--- config.mk ---
export PLATFORM = sky130hd
export DESIGN_NAME = hd_valid_tx
export DESIGN_NICKNAME = d
export VERILOG_FILES = /design/src/rtl/hd_pkg.sv /design/src/rtl/hd_piso.sv /design/src/rtl/hd_valid_tx.sv
export SDC_FILE = /design/constraint.sdc
export NUM_CORES = 1
export LEC_CHECK = 0
export CAP_MARGIN = 25
export CELL_PAD_IN_SITES_DETAIL_PLACEMENT = 0
export CELL_PAD_IN_SITES_GLOBAL_PLACEMENT = 2
export CORE_UTILIZATION = 36
export DETAILED_ROUTE_END_ITERATION = 8
export PLACE_DENSITY_LB_ADDON = 0.1
export REMOVE_ABC_BUFFERS = 1
export SYNTH_ARGS = -nofsm -noshare
export SYNTH_HDL_FRONTEND = slang
export SYNTH_SLANG_ARGS = --single-unit
--- constraint.sdc ---
create_clock -name i_clk -period 3.7 [get_ports i_clk]
set_input_delay 1.11 -clock i_clk [delete_from_list [all_inputs] [get_ports i_clk]]
set_output_delay 1.11 -clock i_clk [all_outputs]
set_load 0.01 [all_outputs]
--- src/rtl/hd_pkg.sv ---
// Shared types and constants for the HD serial link (transmit and receive ends).
package hd_pkg;

    typedef enum logic [1:0] {IDLE, SHIFT, GAP} hd_tx_state_t;

    localparam int unsigned HD_HIST_DEPTH = 3;
    localparam int unsigned HD_WIDTH      = 8;

endpackage

--- src/rtl/hd_piso.sv ---
// Parallel-in serial-out register: loads a word and presents its head bit, shifting
// zeros in behind so the head reads 0 once the word is drained.
module hd_piso
    import hd_pkg::*;
#(
    parameter int unsigned WIDTH     = HD_WIDTH,
    parameter bit          MSB_FIRST = 1'b1
) (
    input  logic             i_clk,
    input  logic             i_rst_n,
    input  logic             i_load,
    input  logic [WIDTH-1:0] i_data,
    input  logic             i_shift,
    output logic             o_head
);

    logic [WIDTH-1:0] r_sreg;

    always_ff @(posedge i_clk or negedge i_rst_n) begin
        if (!i_rst_n) begin
            r_sreg <= '0;
        end else if (i_load) begin
            r_sreg <= i_data;
        end else if (i_shift) begin
            r_sreg <= MSB_FIRST ? {r_sreg[WIDTH-2:0], 1'b0} : {1'b0, r_sreg[WIDTH-1:1]};
        end
    end

    assign o_head = MSB_FIRST ? r_sreg[WIDTH-1] : r_sreg[0];

endmodule

--- src/rtl/hd_valid_tx.sv ---
// HD link transmitter: accepts words over valid/ready and sends each as a WIDTH-cycle
// hd_valid burst, separated by GAP low cycles so the receiver always sees a rising edge.
module hd_valid_tx
    import hd_pkg::*;
#(
    parameter int unsigned WIDTH     = HD_WIDTH,
    parameter int unsigned GAP       = 2,
    parameter bit          MSB_FIRST = 1'b1
) (
    input  logic             i_clk,
    input  logic             i_rst_n,
    input  logic [WIDTH-1:0] i_s_data,
    input  logic             i_s_valid,
    output logic             o_s_ready,
    output logic             o_hd_data,
    output logic             o_hd_valid,
    output logic             o_hd_last,
    output logic             o_busy
);

    if (WIDTH < 2 || WIDTH > 64) begin : g_bad_width
        $error("hd_valid_tx: WIDTH must be in 2..64");
    end
    if (GAP < 1 || GAP > 15) begin : g_bad_gap
        $error("hd_valid_tx: GAP must be in 1..15");
    end

    localparam int unsigned     CntW    = $clog2(WIDTH);
    localparam logic [CntW-1:0] BitLoad = CntW'(WIDTH - 1);
    localparam logic [3:0]      GapLoad = (GAP >= 2) ? 4'(GAP - 2) : 4'd0;

    // The GAP parameter hides the enumerator of the same name, hence hd_pkg::GAP below.
    hd_tx_state_t    r_state, w_state_nxt;
    logic [CntW-1:0] r_bit_cnt, w_bit_cnt_nxt;
    logic [3:0]      r_gap_cnt, w_gap_cnt_nxt;
    logic            r_s_ready, r_hd_valid, r_hd_last, r_busy;
    logic            w_load, w_shift, w_head;

    always_comb begin
        w_state_nxt   = r_state;
        w_bit_cnt_nxt = r_bit_cnt;
        w_gap_cnt_nxt = r_gap_cnt;
        w_load        = 1'b0;
        w_shift       = 1'b0;
        case (r_state)
            IDLE: begin
                if (i_s_valid && r_s_ready) begin
                    w_load        = 1'b1;
                    w_bit_cnt_nxt = BitLoad;
                    w_state_nxt   = SHIFT;
                end
            end
            SHIFT: begin
                w_shift = 1'b1;
                if (r_bit_cnt == '0) begin
                    if (GAP == 1) begin
                        w_state_nxt = IDLE;
                    end else begin
                        w_state_nxt   = hd_pkg::GAP;
                        w_gap_cnt_nxt = GapLoad;
                    end
                end else begin
                    w_bit_cnt_nxt = r_bit_cnt - 1'b1;
                end
            end
            hd_pkg::GAP: begin
                if (r_gap_cnt == 4'd0) begin
                    w_state_nxt = IDLE;
                end else begin
                    w_gap_cnt_nxt = r_gap_cnt - 4'd1;
                end
            end
            default: w_state_nxt = IDLE;
        endcase
    end

    // Status outputs are registered from the next state so they line up with r_state.
    always_ff @(posedge i_clk or negedge i_rst_n) begin
        if (!i_rst_n) begin
            r_state    <= IDLE;
            r_bit_cnt  <= '0;
            r_gap_cnt  <= 4'd0;
            r_s_ready  <= 1'b0;
            r_hd_valid <= 1'b0;
            r_hd_last  <= 1'b0;
            r_busy     <= 1'b0;
        end else begin
            r_state    <= w_state_nxt;
            r_bit_cnt  <= w_bit_cnt_nxt;
            r_gap_cnt  <= w_gap_cnt_nxt;
            r_s_ready  <= (w_state_nxt == IDLE);
            r_hd_valid <= (w_state_nxt == SHIFT);
            r_hd_last  <= (w_state_nxt == SHIFT) && (w_bit_cnt_nxt == '0);
            r_busy     <= (w_state_nxt != IDLE);
        end
    end

    hd_piso #(
        .WIDTH     (WIDTH),
        .MSB_FIRST (MSB_FIRST)
    ) u_piso (
        .i_clk   (i_clk),
        .i_rst_n (i_rst_n),
        .i_load  (w_load),
        .i_data  (i_s_data),
        .i_shift (w_shift),
        .o_head  (w_head)
    );

    assign o_s_ready  = r_s_ready;
    assign o_hd_data  = w_head;
    assign o_hd_valid = r_hd_valid;
    assign o_hd_last  = r_hd_last;
    assign o_busy     = r_busy;

endmodule

==> impl_metrics.tcl <==
set metrics [dict create \
    buffer_ports.inserted 15 \
    yosys.area.top_type_share_pct 52.6 \
    drt-wirelength-per-cell_um 12.5 \
    timing_worst_slew_pin_value_ps 565 \
    cts.sinks 21 \
    post-route-min-period_ps 2330 \
    synth-edff-count 0 \
    critical_path_required_ps 2590 \
    synth_area_per_cell_um2 11.0 \
    synth.most_common_cell "sky130_fd_sc_hd__dfrtp_1" \
    cp_cell_sequence "clkdlybuf4s50_1" \
    start_util_pct 39.3 \
    whs_endpoint "u_piso.r_sreg[7]" \
    tritoncts "yes" \
    fillerInstances 252 \
    cts_made_buffers 3 \
    netlist_instances 91 \
    synthFlopType "sky130_fd_sc_hd__dfrtp_1" \
    layout_worst_path_cycle_share_pct 63.0 \
    rrSetupSlack_ps 2250 \
    drtIter0Drc 2 \
    first_global_vias 682 \
    synth.top_cells.by_area "sky130_fd_sc_hd__dfrtp_1, sky130_fd_sc_hd__a22o_1, sky130_fd_sc_hd__a21o_1, sky130_fd_sc_hd__nand2_1, sky130_fd_sc_hd__mux2i_1" \
    fp-row-count 18 \
    maxSlewViolCount 0 \
    grt_first_pass_wirelength_um 3010 \
    timing.rr.end "u_piso.r_sreg[6]" \
    drc 0 \
    total_leakage_power_nw 0.602 \
    post_synthesis_register_bit_count 21 \
    timing.slew.headroom_pct 62.2 \
    routed_wirelength_um 1740 \
    hold_depth 1 \
    fp.dieW_um 54.7 \
    hold_path_class "reg2reg" \
    synth.lib_cells_used.distinct 31 \
    worst-setup-path-type "reg2out" \
    layout-drive-gt1-share_pct 10.1 \
    insertion_delay_ps 300 \
    timing.max_cap.violations 0 \
    fp.dieH_um 54.7 \
    dpl.cell_count 135 \
    synth.cell_area_um2 1000 \
    synth_warnings 0 \
    total_setup_buffers_inserted_after_cts 0 \
    fmax_mhz 429 \
    worst-r2r-cell-count 3 \
    synthToLayoutAreaGrowth_pct 20.4 \
    postRouteAntennaNets 0 \
    grt.total_usage_pct 14.8 \
    dr_total_vias 677 \
    detailedRoute.firstPassIterationCount 4 \
    critical_path_buf_inv_count 1 \
    cts.repair.resized 0 \
    critPathMaxStageDelay_ps 540 \
    pin_count_of_the_biggest_net_entering_global_routing 22 \
    clock_tree.root_cell "sky130_fd_sc_hd__clkbuf_4" \
    initial_antenna_violation_count 0 \
    cts.path.max_buffers 2 \
    report.final.hold_viol_count 0 \
    fin_skew_ps 4.00 \
    clock_slew_at_reported_path_ffs_ps 120 \
    ffs_w_async_s_r_synth_pct 100 \
    layout.nets 124 \
    worstSetupEndpointType "output port" \
    worst_hold_startpoint "u_piso.r_sreg[7]" \
    irDropWorstVdd_v 0.000331 \
    seq_area_frac_synth_pct 52.6 \
    cp_delay_by_family_top "buffers and inverters" \
    final-instance-count-excl-fill 139 \
    grt_overflow_total 0 \
    critPathLaunchType "flip-flop" \
    die_area_um2 2990 \
    regToRegStartpoint "r_state[0]" \
    insertedDiodeCount 0 \
    top_level_ports 16 \
    critPathSlowestCell "sky130_fd_sc_hd__clkdlybuf4s50_1" \
    post_cts_hold_buffer_count 0 \
    yosys.area.top_type "sky130_fd_sc_hd__dfrtp_1" \
    netlist_top_cells_count "sky130_fd_sc_hd__dfrtp_1, sky130_fd_sc_hd__nand2_1, sky130_fd_sc_hd__a21o_1, sky130_fd_sc_hd__a22o_1" \
    core_um2 2540 \
    outcome "completed" \
    timing.final.setup_violations 0 \
    worstPathMaxFanout 3 \
    rsz0062_at_grt "false" \
    detail_route.vias_per_cell 4.87 \
    fin_tns_setup_ps 0 \
    placed_wire_length_estimate_after_detailed_placement_um 1230 \
    htreeDepth 1 \
    timing.critical_path.arrival_ps 1220 \
    p_per_area_nw_per_um2 679 \
    gp_routability_congestion 0.687 \
]
-- layer usage --
metal  up-vias  global-route usage (%)  wire [um]
met3         2                    3.33         45
li1        354                       -          -
met5         -                       0          0
met1       311                    18.9        890
met2        10                    22.5        794
met4         0                    8.97         13
-- where the power goes --
part           total [mW]  switching (mW)  internal (mW)
sequential          0.359          0.0494          0.310
combinational       0.347           0.169          0.179
clock               0.110          0.0699         0.0403
-- kinds of logic after synthesis --
group	share of synthesized area (%)
simple gates	18.4
compound gates	17.9
flops	52.6
buf+inv	3.38
mux	4.01
fa+ha+maj	3.76
-- cell type report --
type	instances	area [um2]	share of cell area (%)
clock buffers	3	22.5	1.87
inverters	4	15.0	1.25
repair buffers	16	158	13.1
well taps	30	37.5	3.12
multi-input cells	64	440	36.6
clock inverters	1	5.00	0.416
flip-flops and latches	21	526	43.7
-- worst max path at each step --
stage / from / endpoint / slack [ps] / depth (start not counted)
2_1_floorplan: i_s_valid / u_piso.r_sreg[1] / 1910 / 3
3_3_place_gp: i_s_valid / u_piso.r_sreg[7] / 1340 / 4
6_report: o_s_ready / o_s_ready / 1370 / 1
5_1_grt: o_s_ready / o_s_ready / 1310 / 1
3_5_place_dp: i_s_valid / u_piso.r_sreg[1] / 1320 / 4
4_1_cts: o_s_ready / o_s_ready / 1350 / 1
-- sequential cells by signal, indices dropped and copies added (netlist names) --
signal,cells
o_s_ready,1
r_gap_cnt,4
o_busy,1
r_state,2
r_bit_cnt,3
o_hd_valid,1
o_hd_last,1
u_piso.r_sreg,8
-- placed cells by master (no fill, tap or decap), types with 4 or more instances in the layout --
cell type / instances
sky130_fd_sc_hd__nand2_1: 12
sky130_fd_sc_hd__a22o_1: 6
sky130_fd_sc_hd__a21o_1: 6
sky130_fd_sc_hd__mux2i_1: 4
sky130_fd_sc_hd__clkdlybuf4s50_1: 15
sky130_fd_sc_hd__dfrtp_1: 21
sky130_fd_sc_hd__o21ai_0: 4
sky130_fd_sc_hd__inv_1: 4
-- per-stage QoR --
step	total power, mW	worst slack (ps)	util, %	cell area (um2)	hold WS [ps]
3_3_place_gp	0.715	1340	46.2	1180	462
4_1_cts	0.830	1350	47.3	1200	493
5_1_grt	0.897	1310	47.3	1200	517
2_1_floorplan	0.595	1910	-	981	449
6_report	0.817	1370	47.3	1200	489
3_5_place_dp	0.717	1320	46.2	1180	465
(Power assumes the default switching activity.)
